### config.mk
export PLATFORM = sky130hd
export DESIGN_NAME = calc_input_cond
export DESIGN_NICKNAME = d
export VERILOG_FILES = /design/src/rtl/calc_input_cond_pkg.sv /design/src/rtl/debounce_cell.sv /design/src/rtl/calc_input_cond.sv
export SDC_FILE = /design/constraint.sdc
export NUM_CORES = 1
export LEC_CHECK = 0
export ABC_AREA = 0
export CAP_MARGIN = 10
export CORE_MARGIN = 1
export CORE_UTILIZATION = 45
export CTS_CLUSTER_DIAMETER = 120
export DETAILED_ROUTE_END_ITERATION = 10
export GPL_ROUTABILITY_DRIVEN = 0
export PLACE_DENSITY = 0.81
export SLEW_MARGIN = 20
export SYNTH_ARGS = -nofsm -noshare
export SYNTH_HDL_FRONTEND = slang
export SYNTH_SLANG_ARGS = --single-unit
### constraint.sdc
create_clock -name clk -period 1.6 [get_ports clk]
set_clock_uncertainty 0.15 [all_clocks]
set_input_delay 0.4 -clock clk [delete_from_list [all_inputs] [get_ports clk]]
set_output_delay 0.4 -clock clk [all_outputs]
set_load 0.02 [all_outputs]
### src/rtl/calc_input_cond_pkg.sv
// Shared constants for the calculator input conditioner: default debounce length,
// switch bus width, and the counter-width helper.
package calc_input_cond_pkg;

    // Simulation-friendly default; the board build overrides this to 1_000_000.
    localparam int CALC_DEBOUNCE_CYCLES = 16;
    localparam int CALC_SW_W            = 16;

    function automatic int clog2(input int value);
        int r;
        r = 0;
        for (int v = value - 1; v > 0; v = v >> 1) begin
            r = r + 1;
        end
        return r;
    endfunction

endpackage

### src/rtl/debounce_cell.sv
// Two-flop synchronizer plus debounce counter for one button; level changes
// DEBOUNCE_CYCLES+1 edges after s1 samples a held change, rise_pulse is a registered one-cycle strobe.
module debounce_cell
    import calc_input_cond_pkg::*;
#(
    parameter int DEBOUNCE_CYCLES = CALC_DEBOUNCE_CYCLES
) (
    input  logic clk,
    input  logic btnu,
    input  logic din,
    output logic level,
    output logic rise_pulse
);

    localparam int              CNT_W   = clog2(DEBOUNCE_CYCLES);
    localparam logic [CNT_W-1:0] CNT_MAX = CNT_W'(DEBOUNCE_CYCLES - 1);

    logic             s1_q;
    logic             s2_q;
    logic             stable_q, stable_d;
    logic [CNT_W-1:0] cnt_q, cnt_d;
    logic             pulse_q, pulse_d;

    always_comb begin
        stable_d = stable_q;
        cnt_d    = cnt_q;
        pulse_d  = 1'b0;
        if (s2_q == stable_q) begin
            cnt_d = '0;
        end else if (cnt_q == CNT_MAX) begin
            // Commit the new level; strobe only on a debounced 0->1.
            stable_d = s2_q;
            cnt_d    = '0;
            pulse_d  = s2_q;
        end else begin
            cnt_d = cnt_q + 1'b1;
        end
    end

    always_ff @(posedge clk) begin
        if (btnu) begin
            s1_q     <= 1'b0;
            s2_q     <= 1'b0;
            stable_q <= 1'b0;
            cnt_q    <= '0;
            pulse_q  <= 1'b0;
        end else begin
            s1_q     <= din;
            s2_q     <= s1_q;
            stable_q <= stable_d;
            cnt_q    <= cnt_d;
            pulse_q  <= pulse_d;
        end
    end

    assign level      = stable_q;
    assign rise_pulse = pulse_q;

endmodule

### src/rtl/calc_input_cond.sv
// Board-pin conditioner for calc: debounced btnl/btnc/btnr levels, one-cycle btnd strobe,
// and a two-flop synchronized sw bus (2-edge latency, no debounce).
module calc_input_cond
    import calc_input_cond_pkg::*;
#(
    parameter int DEBOUNCE_CYCLES = CALC_DEBOUNCE_CYCLES,
    parameter int SW_W            = CALC_SW_W
) (
    input  logic            clk,
    input  logic            btnu,
    input  logic            btnl_raw,
    input  logic            btnc_raw,
    input  logic            btnr_raw,
    input  logic            btnd_raw,
    input  logic [SW_W-1:0] sw_raw,
    output logic            btnl,
    output logic            btnc,
    output logic            btnr,
    output logic            btnd,
    output logic [SW_W-1:0] sw
);

    logic [SW_W-1:0] sw_s1_q;
    logic [SW_W-1:0] sw_s2_q;
    logic            unused_rise_l;
    logic            unused_rise_c;
    logic            unused_rise_r;
    logic            unused_level_d;

    debounce_cell #(.DEBOUNCE_CYCLES(DEBOUNCE_CYCLES)) u_btnl (
        .clk        (clk),
        .btnu       (btnu),
        .din        (btnl_raw),
        .level      (btnl),
        .rise_pulse (unused_rise_l)
    );

    debounce_cell #(.DEBOUNCE_CYCLES(DEBOUNCE_CYCLES)) u_btnc (
        .clk        (clk),
        .btnu       (btnu),
        .din        (btnc_raw),
        .level      (btnc),
        .rise_pulse (unused_rise_c)
    );

    debounce_cell #(.DEBOUNCE_CYCLES(DEBOUNCE_CYCLES)) u_btnr (
        .clk        (clk),
        .btnu       (btnu),
        .din        (btnr_raw),
        .level      (btnr),
        .rise_pulse (unused_rise_r)
    );

    debounce_cell #(.DEBOUNCE_CYCLES(DEBOUNCE_CYCLES)) u_btnd (
        .clk        (clk),
        .btnu       (btnu),
        .din        (btnd_raw),
        .level      (unused_level_d),
        .rise_pulse (btnd)
    );

    // sw only needs metastability protection; calc samples it on the btnd strobe.
    always_ff @(posedge clk) begin
        if (btnu) begin
            sw_s1_q <= '0;
            sw_s2_q <= '0;
        end else begin
            sw_s1_q <= sw_raw;
            sw_s2_q <= sw_s1_q;
        end
    end

    assign sw = sw_s2_q;

endmodule

## Word level (Yosys, flattened, before mapping)

Index checks and enable logic that the tools add are counted.

| storage, ports and cells | value |
|---|---|
| flip-flop bits (word level) | 61 |
| output and inout bits | 20 |
| word-level logic and storage cells | 45 |

| cells by class | value |
|---|---|
| $add $sub $neg | 4 |
| equality and inequality tests | 8 |
| bitwise operators | 5 |
| reductions and logical operators | 9 |

Operators with widths:

| cell | count |
|---|---|
| 4-bit by 1-bit adder with 4-bit output (second input constant) | 4 |
| 4-bit == test (second input constant) | 4 |
| 3-bit OR reduction | 5 |
| 2-bit AND reduction | 4 |
| 1-bit NOT | 5 |
| 1-bit == test | 4 |

## Depth between registers and ports, before layout

| depth | value |
|---|---|
| depth after elaboration | 3 |
| gate-level depth with buffers | 4 |
| depth with buffers taken out | 4 |

## Cells and area by module

A second synthesis with hierarchy kept.

| unflattened totals | value |
|---|---|
| cell total of the unflattened synthesis | 167 |
| area, all modules | 1989.4 um2 |

By module, submodules not included:

| module | times used | cells an instance | area each (um2) | sequential area each (um2) |
|---|---|---|---|---|
| debounce_cell | 4 | 25 | 281.5 | 160.2 |
| calc_input_cond | 1 | 67 | 863.3 | 640.6 |

## Worst setup path before layout

Ideal clock, no wire load.

| timing path | value |
|---|---|
| kind | register to register |
| from | register u_btnl.cnt_q[0] |
| to | register u_btnl.cnt_q[2] |
| setup time | 0.064 ns |
| data arrival time | 1.125 ns |
| setup slack | 0.260 ns |
| cell stages (with the launch flop) | 5 |
| period minus slack after synthesis | 1.340 ns |
| cells stage by stage | dfxtp_1 -> ha_1 -> and3_4 -> or3_4 -> nor2_1 |

| between the ends | value |
|---|---|
| longest elaborated chain between the ends | 2 |
| elaborated cells between the ends (all ways) | 3 |
| those cells by class | add/sub (1); eq/ne (1); reduce/logical (1) |

Ends and longest elaborated chain:

| element | RTL line | source |
|---|---|---|
| start, declared | debounce_cell.sv:21 | `logic [CNT_W-1:0] cnt_q, cnt_d;` |
| start signal, assigned | debounce_cell.sv:51 | `cnt_q <= cnt_d;` |
| parallel branches: the longest is 2 deep, another holds 4-bit by 1-bit adder with 4-bit output | -- |  |

Parallel ways; which one is timed is not known.
A chain may end at the register's enable or synchronous reset.

## Worst setup path in the final report

| timing path | value |
|---|---|
| from | register sw_s2_q[0] (netlist: sw[0]) |
| to | output port sw[0] |

RTL lines:

| element | RTL line | source |
|---|---|---|
| start, declared | calc_input_cond.sv:24 | `logic [SW_W-1:0] sw_s2_q;` |
| start signal, assigned | calc_input_cond.sv:69 | `sw_s2_q <= sw_s1_q;` |
| end, declared | calc_input_cond.sv:20 | `output logic [SW_W-1:0] sw` |

No word-level cell between the ends.

==> metrics.md <==
| Metric | Value |
|---|---|
| Status | finished clean |
| DIE AREA | 4490 um2 |
| Largest net degree at the start of global routing | 14 |
| Cell Area, Synth | 1900 um2 |
| Post-Route WL | 2840 um |
| Synth cell count leaders | dfxtp_1 (61), nor2b_1 (32), nor2_1 (20), and2b_1 (8), xnor2_1 (7) |
| Synth Net Count | 189 |
| Fin. Hold Viols | 0 |
| Peak Freq | 0.659 GHz |
| CTS tree | done |
| Final nets | 242 |
| Clk Tree Root Cell | clkbuf_8 |
| Worst-path clk slew | 0.06 ns |
| Share of cells above drive strength 1 | 13.6% |
| Die width | 67.0 um |
| Worst-skew pair later-pin latency | 0.32 ns |
| I/O pin total | 42 |
| Slowest-stage cell, CP | dlygate4sd2_1 |
| Worst Hold Path EP | sw[8]$_SDFF_PP0_ |
| Final hold slack | 0.282 ns |
| Layout Cells excl Fill | 271 |
| Tot Pwr | 2940 uW |
| EDFF count, synth | 0 |
| Finished Core Util | 63.2% |
| Starting density of the core | 47.2% |
| Final setup viols | 0 |
| Core Box Area | 4030 um2 |
| # hold bufs at CTS | 0 |
| R2R cell count | 4 |
| Register area share after synthesis | 64.2% |
| Worst EP arrival | 0.97 ns |
| Setup slack, reg-to-reg | 0.19 ns |
| Multi-input logic area | 639 um2 |
| Slew headroom | 78.6% |
| CP Cell Sequence | dlygate4sd2_1 |
| Worst vdd ir | 0.678 mV |
| Yosys reg bits | 61 |
| Pleak | 0.00111 uW |
| Reg-to-reg critical path endpoint | u_btnl.cnt_q[2]$_SDFF_PP0_ |
| Async set-reset flop share out of synthesis | 0% |
| Post-CTS setup buffers | 0 |
| Inst Count DP | 255 |
| Fin crit period | 1.52 ns |
| Area growth syn-to-layout | 33.9% |
| CP required | 1.05 ns |
| Fillers | 345 |
| First-pass iteration count of the detailed router | 2 |
| Period utilization | 94.8% |
| Total global routing overflow | 0 |
| Number of global-route vias before repair | 1058 |
| Distinct cells, synth | 17 |
| Worst Path Class, Setup | reg -> out |
| CP top delay family | buffers and inverters |
| DRC violations left | 0 |
| Worst Path Buf+Inv | 1 |
| Count leader, synth | dfxtp_1 |
| Top cells by area, synth | dfxtp_1 (64%), nor2b_1 (11%), nor2_1 (3.9%), xnor2_1 (3.2%), and2b_1 (3.2%) |
| CP startpoint kind | register |
| Post-DR wirelength/cell | 10.5 um |
| Row cnt | 23 |
| Drt via density | 4.25 |
| Worst-path maximum fanout | 1 |
| Hold path cells | 1 |
| Most used DFF post-synth | dfxtp_1 |
| Vias | 1153 |
| Mapped Cells | 163 |
| Die Y | 67.0 um |
| R2R Path Start | u_btnl.cnt_q[0]$_SDFF_PP0_ |
| Top-area cell type share of the netlist area | 64.2% |
| Unrepaired setup endpoints after global routing | no |
| CTS Buf Count | 9 |
| Crit end category | output pin |
| HP Start | sw_s1_q[8]$_SDFF_PP0_ |
| CP Launch Point | sw[0]$_SDFF_PP0_ |
| Iteration-0 DRC Markers | 35 |
| Area of all sequential standard cells | 1220 um2 |
| Setup total negative slack | 0 ns |
| HPWL after DPL | 1980 um |
| Htree depth | 3 |
| Syn_area_per_cell | 11.7 um2 |
| Buffers on Ports | 41 |
| Slowest stage delay, CP | 0.34 ns |
| Clock sinks | 61 |
| Synth area leader | dfxtp_1 |
| Antenna violations before repair | 0 |
| Hold Path Class | reg -> reg |
| First-pass GRT wire length | 4400 um |
| P per Cell Area | 1150 nW/um2 |
| Slew Viols, Final | 0 |
| Count of warnings emitted by yosys | 0 |
| N_diodes | 0 |
| MaxCap Viol Count | 0 |
| Buffers from clock root to sink, at most | 2 |
| Antenna-violating nets left | 0 |
| Slew @ Worst Pin | 0.319 ns |
| GRT Resource Usage Total | 14.2% |
[metal layers]
metal / track usage, % / routed length, um / vias to the layer above
li1: - / - / 614
met1: 14.7 / 1230 / 502
met2: 22.1 / 1370 / 31
met3: 6.85 / 168 / 6
met4: 10.4 / 68 / 0
met5: 0 / 0 / -
[flip-flops by register name, summed over array words and instances (netlist names), 4 cells and up]
name	cells
u_btnl.cnt_q	4
u_btnr.cnt_q	4
sw	16
u_btnd.cnt_q	4
sw_s1_q	16
u_btnc.cnt_q	4
[cells by family (layout without fill, tap and decap cells)]
kind of cell  Yosys count  after routing  synth area share [%]
simple gates           73             73                  23.3
flops                  61             61                  64.2
xor+xnor               12             12                  5.52
buf+inv                 9             67                  2.23
fa+ha+maj               4              4                  2.63
mux                     4              4                  2.10
[report_power, final]
| part | switching [uW] | internal (uW) | total, uW |
|---|---|---|---|
| Clock | 550 | 638 | 1190 |
| Combinational | 63.9 | 103 | 167 |
| Sequential | 12.9 | 1570 | 1580 |
| Total | 626 | 2310 | 2940 |
[timing repair]
item | 4_1_cts | 5_1_grt
endpoints found under the setup margin | 20 | 3
pin swaps | 0 | 0
resized for setup | 24 | 3
[layout make-up]
type                    instances  share of cell area, %
well taps                      50                   2.46
multi-input cells              93                   25.1
inverters                       4                  0.589
clock buffers                  12                   6.09
clock inverters                 4                  0.884
flip-flops and latches         61                   47.9
repair buffers                 47                   16.9
[worst max-delay path by stage]
stage / to / cells past startpoint
2_1_floorplan: u_btnl.cnt_q[2]$_SDFF_PP0_ / 4
3_3_place_gp: sw[5]$_SDFF_PP0_ / 4
3_5_place_dp: sw[7]$_SDFF_PP0_ / 3
4_1_cts: btnc / 1
5_1_grt: sw[14] / 1
6_report: sw[0] / 1
[cells in the final DEF (no fill, tap or decap), types with 4 or more instances in the layout]
cell	instances
dlygate4sd2_1	17
clkbuf_8	11
clkdlybuf4s50_1	21
xor2_1	5
and2b_1	8
dfxtp_1	61
nor2_1	20
inv_1	4
nor2b_1	32
nand3_1	5
mux2i_1	4
xnor2_1	7
ha_1	4
buf_4	5
[through the flow]
stage / setup WS, ns / cell area [um2]
final: 0.0830 / 2550
after global routing: 0.0164 / 2550
after CTS: 0.00457 / 2560
after detailed placement: -0.169 / 2410
after global placement: -0.140 / 2410
after floorplan: 0.260 / 1900
(Power assumes the default switching activity.)
